===== config.mk =====
export PLATFORM = sky130hd
export DESIGN_NAME = sha256_msg_sched
export DESIGN_NICKNAME = d
export VERILOG_FILES = /design/src/rtl/sha256_msg_sched.sv
export SDC_FILE = /design/constraint.sdc
export NUM_CORES = 1
export LEC_CHECK = 0
export BUFFER_PORTS_ARGS = -buffer_cell sky130_fd_sc_hd__buf_2
export CAP_MARGIN = 25
export CORE_MARGIN = 2
export CORE_UTILIZATION = 51
export DETAILED_ROUTE_END_ITERATION = 7
export PLACE_DENSITY = 0.79
export SLEW_MARGIN = 20
export SYNTH_ARGS = -nofsm -noshare
export SYNTH_HDL_FRONTEND = slang
export SYNTH_SLANG_ARGS = --single-unit

===== constraint.sdc =====
create_clock -name clk -period 4.3 [get_ports clk]
set_clock_uncertainty 0.05 [all_clocks]
set_input_delay 0.86 -clock clk [delete_from_list [all_inputs] [get_ports clk]]
set_output_delay 0.86 -clock clk [all_outputs]
set_load 0.05 [all_outputs]

===== src/rtl/sha256_msg_sched.sv =====
// sha256_msg_sched: SHA-256 message schedule, streams Wt/Kt for rounds 0..63 from a 16-word window
// Ports:
//   clk, rst_n         clock, asynchronous active-low reset
//   start_i, block_i   capture a padded 512-bit block (big-endian words) and begin; honoured in IDLE only
//   adv_i              consumer used the current Wt/Kt; step to the next round
//   ready_o, valid_o   IDLE / RUN indicators
//   wt_o, kt_o, round_o  current W[t], K[t] and t; zero outside RUN
//   done_o             one-cycle pulse after round 63 is consumed
module sha256_msg_sched (
    input  logic         clk,
    input  logic         rst_n,
    input  logic         start_i,
    input  logic [511:0] block_i,
    input  logic         adv_i,
    output logic         ready_o,
    output logic         valid_o,
    output logic [31:0]  wt_o,
    output logic [31:0]  kt_o,
    output logic [5:0]   round_o,
    output logic         done_o
);
    typedef enum logic {IDLE, RUN} state_t;

    localparam logic [31:0] K_ROM [64] = '{
        32'h428a2f98, 32'h71374491, 32'hb5c0fbcf, 32'he9b5dba5, 32'h3956c25b, 32'h59f111f1, 32'h923f82a4, 32'hab1c5ed5,
        32'hd807aa98, 32'h12835b01, 32'h243185be, 32'h550c7dc3, 32'h72be5d74, 32'h80deb1fe, 32'h9bdc06a7, 32'hc19bf174,
        32'he49b69c1, 32'hefbe4786, 32'h0fc19dc6, 32'h240ca1cc, 32'h2de92c6f, 32'h4a7484aa, 32'h5cb0a9dc, 32'h76f988da,
        32'h983e5152, 32'ha831c66d, 32'hb00327c8, 32'hbf597fc7, 32'hc6e00bf3, 32'hd5a79147, 32'h06ca6351, 32'h14292967,
        32'h27b70a85, 32'h2e1b2138, 32'h4d2c6dfc, 32'h53380d13, 32'h650a7354, 32'h766a0abb, 32'h81c2c92e, 32'h92722c85,
        32'ha2bfe8a1, 32'ha81a664b, 32'hc24b8b70, 32'hc76c51a3, 32'hd192e819, 32'hd6990624, 32'hf40e3585, 32'h106aa070,
        32'h19a4c116, 32'h1e376c08, 32'h2748774c, 32'h34b0bcb5, 32'h391c0cb3, 32'h4ed8aa4a, 32'h5b9cca4f, 32'h682e6ff3,
        32'h748f82ee, 32'h78a5636f, 32'h84c87814, 32'h8cc70208, 32'h90befffa, 32'ha4506ceb, 32'hbef9a3f7, 32'hc67178f2
    };

    function automatic logic [31:0] sig0(input logic [31:0] x);
        return {x[6:0], x[31:7]} ^ {x[17:0], x[31:18]} ^ (x >> 3);
    endfunction

    function automatic logic [31:0] sig1(input logic [31:0] x);
        return {x[16:0], x[31:17]} ^ {x[18:0], x[31:19]} ^ (x >> 10);
    endfunction

    state_t      state, state_nxt;
    logic [31:0] w [16];
    logic [5:0]  cnt;
    logic [31:0] w_new;
    logic        run, step, last;

    // w[0] is the current round word; w[15] receives W[t+16]
    assign w_new = sig1(w[14]) + w[9] + sig0(w[1]) + w[0];
    assign run   = state == RUN;
    assign step  = run && adv_i;
    assign last  = step && cnt == 6'd63;

    always_ff @(posedge clk or negedge rst_n) begin
        if (!rst_n) begin
            state  <= IDLE;
            cnt    <= '0;
            done_o <= 1'b0;
            for (int i = 0; i < 16; i++) w[i] <= '0;
        end else begin
            state  <= state_nxt;
            done_o <= last;
            if (!run && start_i) begin
                for (int i = 0; i < 16; i++) w[i] <= block_i[511-32*i -: 32];
                cnt <= '0;
            end else if (step) begin
                for (int i = 0; i < 15; i++) w[i] <= w[i+1];
                w[15] <= w_new;
                cnt   <= cnt + 6'd1;
            end
        end
    end

    always_comb begin
        state_nxt = state;
        ready_o   = !run;
        valid_o   = run;
        wt_o      = run ? w[0] : 32'd0;
        kt_o      = run ? K_ROM[cnt] : 32'd0;
        round_o   = run ? cnt : 6'd0;
        if (!run && start_i) state_nxt = RUN;
        else if (last) state_nxt = IDLE;
    end
endmodule


==> flow_summary.yaml <==
routing:
  dr.max_layer_used: "met5"
  wl_met2_mm: 55.90
  dr.pass1.iters: 6
  routedWlPerCell_microns: 23.64
  post-route-drc-count: 0
  drt_wl_total_mm: 123.4
  wl_met3_mm: 12.47
  wirelength_met1_mm: 48.04
  ant_nets: 0
  viasPerCell: 6.007
  drt-initial-drc-count: 4231
  via_count: 31368
synthesis:
  yosys_warnings: 0
  synth_top_cells_by_area: "dfrtp_1, nand2_1, a31oi_1"
  synth.top_cell.area_share_pct: 42.34
  syn-num-nets: 4613
  synthFlopType: "dfrtp_1"
  synth_edf_count: 0
  ys_seq_area_share_pct: 42.34
  netlist_instances: 3986
  syn_area_sq_um: 30730
  ys_types: 71
  synthArstFlopShare_pct: 100.0
  ys_top_cells_by_count: "nand2_1, nor2_1, dfrtp_1, a31oi_1, clkbuf_1"
  syn_area_per_cell_sq_um: 7.711
  ys_ff_latch: 520
  synth.most_common_cell: "nand2_1"
  yosysTopAreaCell: "dfrtp_1"
global_routing:
  grt_max_degree: 135
  grt_overflow_total: 0
  grt_use_total_pct: 38.67
  antenna_found_initial: 29
  grt_pass1_wl_mm: 182.4
  grt_pass1_vias: 29696
power_and_ir_drop:
  leakage_nw: 17.11
  power_frac_clock_pct: 13.6
  power_frac_comb_pct: 65.4
  p_seq_share_pct: 21.0
  sw_frac_of_total_pct: 50.27
  peakVddDrop_v: 0.0008714
  pwr_density_cell_nw_per_um2: 958.5
  switching_power_mw: 17.55
  p_int_mw: 17.36
setup_path:
  crit_required_ns: 3.39
  arrival_ns: 3.29
  path_class: "flip-flop to output port"
  cp-end-kind: "output port"
  cp_cell_sequence: "inv_1, ha_2, and2_1, o21ai_0, o21ai_0, o21ai_0, a211oi_1, buf_2"
  max_stage_delay_ns: 0.56
  crit_path_frequent_cell: "o21ai_0"
  start_kind: "flip-flop"
  critPathMaxFanout: 11
  critPathSlowestCell: "ha_2"
place:
  dpl-instance-area_sq_um: 34560
  place_inst: 5107
  hpwl_mm: 93.65
  post-place-ws_ns: 0.1052
  gp_congestion: 1.008
  io_buffers: 588
sta:
  hold_viol: 0
  final-setup-viol-count: 0
  period_share_pct: 97.62
  rsz0062_at_grt: "true"
  finalWorstSetupSlack_ns: 0.1024
  max_slew.worst_pin.slew_ns: 1.067
  slew_headroom_pct: 28.89
  drv_slew: 0
  fin_crit_ns: 4.198
  fmax_mhz: 238.2
floorplan:
  core_area_sq_um: 59350
  dieArea_sq_um: 62240
  rows: 89
  die_y_microns: 249.5
  start_util_pct: 51.78
  die_width_microns: 249.5
  io_pins: 589
finish:
  area_delta_synth_final_pct: 18.49
  final_cells: 5222
  fin_nets: 5019
  drive_above_1_share_pct: 18.44
  stdcell_area_sq_um: 36420
clock_network:
  cts_made_buffers: 54
  cts_tree: "yes"
  root_buffer: "clkbuf_16"
  clk_latency_ns: 0.64
  clockBufferDepth: 3
  cts_htree_levels: 2
  cts.sinks: 520
  clk_pin_slew_worst_paths_ns: 0.06
run:
  maxCapViolCount: 0
outcome:
  status: "finished, final reports clean"
hold_path:
  hold_path_class: "input pin to async pin"
## state kept, by name, summed over array words and instances, names as in the netlist
name / count
w: 512
done_o: 1
cnt: 6
valid_o: 1
## layout by cell type, fill, tap and decap left out, types with 9 or more instances in the layout
| cell | instances |
|---|---|
| xnor2_1 | 93 |
| inv_1 | 129 |
| o311ai_0 | 9 |
| diode_2 | 19 |
| clkbuf_8 | 10 |
| dfrtp_1 | 517 |
| xor2_1 | 57 |
| clkbuf_1 | 13 |
| a21oi_1 | 97 |
| nand3_1 | 31 |
| nand4_1 | 10 |
| buf_2 | 587 |
| buf_12 | 30 |
| o211ai_1 | 12 |
| a211oi_1 | 21 |
| o21ai_0 | 78 |
| and3_1 | 11 |
| nor2_1 | 619 |
| clkbuf_16 | 54 |
| nand2_1 | 1123 |
| a21o_1 | 17 |
| and2_1 | 13 |
| buf_4 | 87 |
| nor3_1 | 36 |
| a31oi_1 | 517 |
| a311oi_1 | 16 |
| ha_1 | 47 |
| fa_1 | 61 |
## layer usage
layer	track usage [%]	vias to the layer above
met5	0	-
met4	19.71	18
met3	8.031	332
met2	59.71	1865
met1	51.74	15022
li1	-	14131
## per-stage QoR
step	power [mW]	setup TNS, ns	util, %	hold WS [ns]
after detailed placement	29.41	0	58.24	0.4818
after global routing	37.06	-0.03532	61.35	0.2730
after floorplan	23.01	0	-	0.4293
after CTS	34.27	0	61.20	0.2291
final	34.91	0	61.36	0.2131
after global placement	29.16	0	58.24	0.4767
## worst paths after layout
path / start / end / slack (ns) / cells after the start
max: cnt[0]$_DFFE_PN0P_ / kt_o[26] / 0.10 / 8
min: rst_n / w[311]$_DFFE_PN0P_ / 0.21 / 1
max reg2reg: w[43]$_DFFE_PN0P_ / w[31]$_DFFE_PN0P_ / 0.14 / 15
min reg2reg: w[8]$_DFFE_PN0P_ / w[40]$_DFFE_PN0P_ / 0.47 / 2
max in group asynchronous: rst_n / w[1]$_DFFE_PN0P_ / 2.83 / 3
min in group clk: block_i[174] / w[174]$_DFFE_PN0P_ / 0.42 / 3
## power by group through the flow
stage	logic (mW)	clock network [mW]	registers, mW
2_1_floorplan	16.3	0	6.76
3_3_place_gp	21.9	0	7.28
3_5_place_dp	22.1	0	7.32
4_1_cts	22.2	4.78	7.26
5_1_grt	24.7	4.95	7.42
6_report	22.8	4.76	7.32
## critical path: cells and delay by family, from the launching register on
family	cells	cell delay (ns)
AOI/OAI and AO/OA	4	0.92
DFF	1	0.34
adders and majority gates	1	0.56
and+or+nand+nor	1	0.37
buffers and inverters	2	0.51
## what timing repair did
action	in CTS	in global routing
resized for setup	0	7
setup buffers	0	2
hold buffers	0	0
endpoints found under the setup margin	0	12
## cells by family (layout without fill, tap and decap cells)
group                      after synthesis  after routing  synth area share (%)
DFF                                    520            520                 42.34
xor gates and xnor gates               150            150                 4.275
buffers and inverters                  487            931                 6.021
AOI/OAI and AO/OA                      845            845                 17.63
adders and majority gates              111            111                 6.033
and+or+nand+nor                       1869           1869                 23.58
other                                    0             19                     0
muxes                                    4              4                0.1303
## layout make-up
class                   instances  area, sq um
multi-input cells            2979        15920
fillers                      5363        22940
inverters                     132        495.5
repair buffers                705         4207
diodes                         19        47.55
clock inverters                17        224.0
clock buffers                  77         1538
well taps                     773        967.2
flip-flops and latches        520        13020
Note: power is estimated with default switching activity, not from simulation.
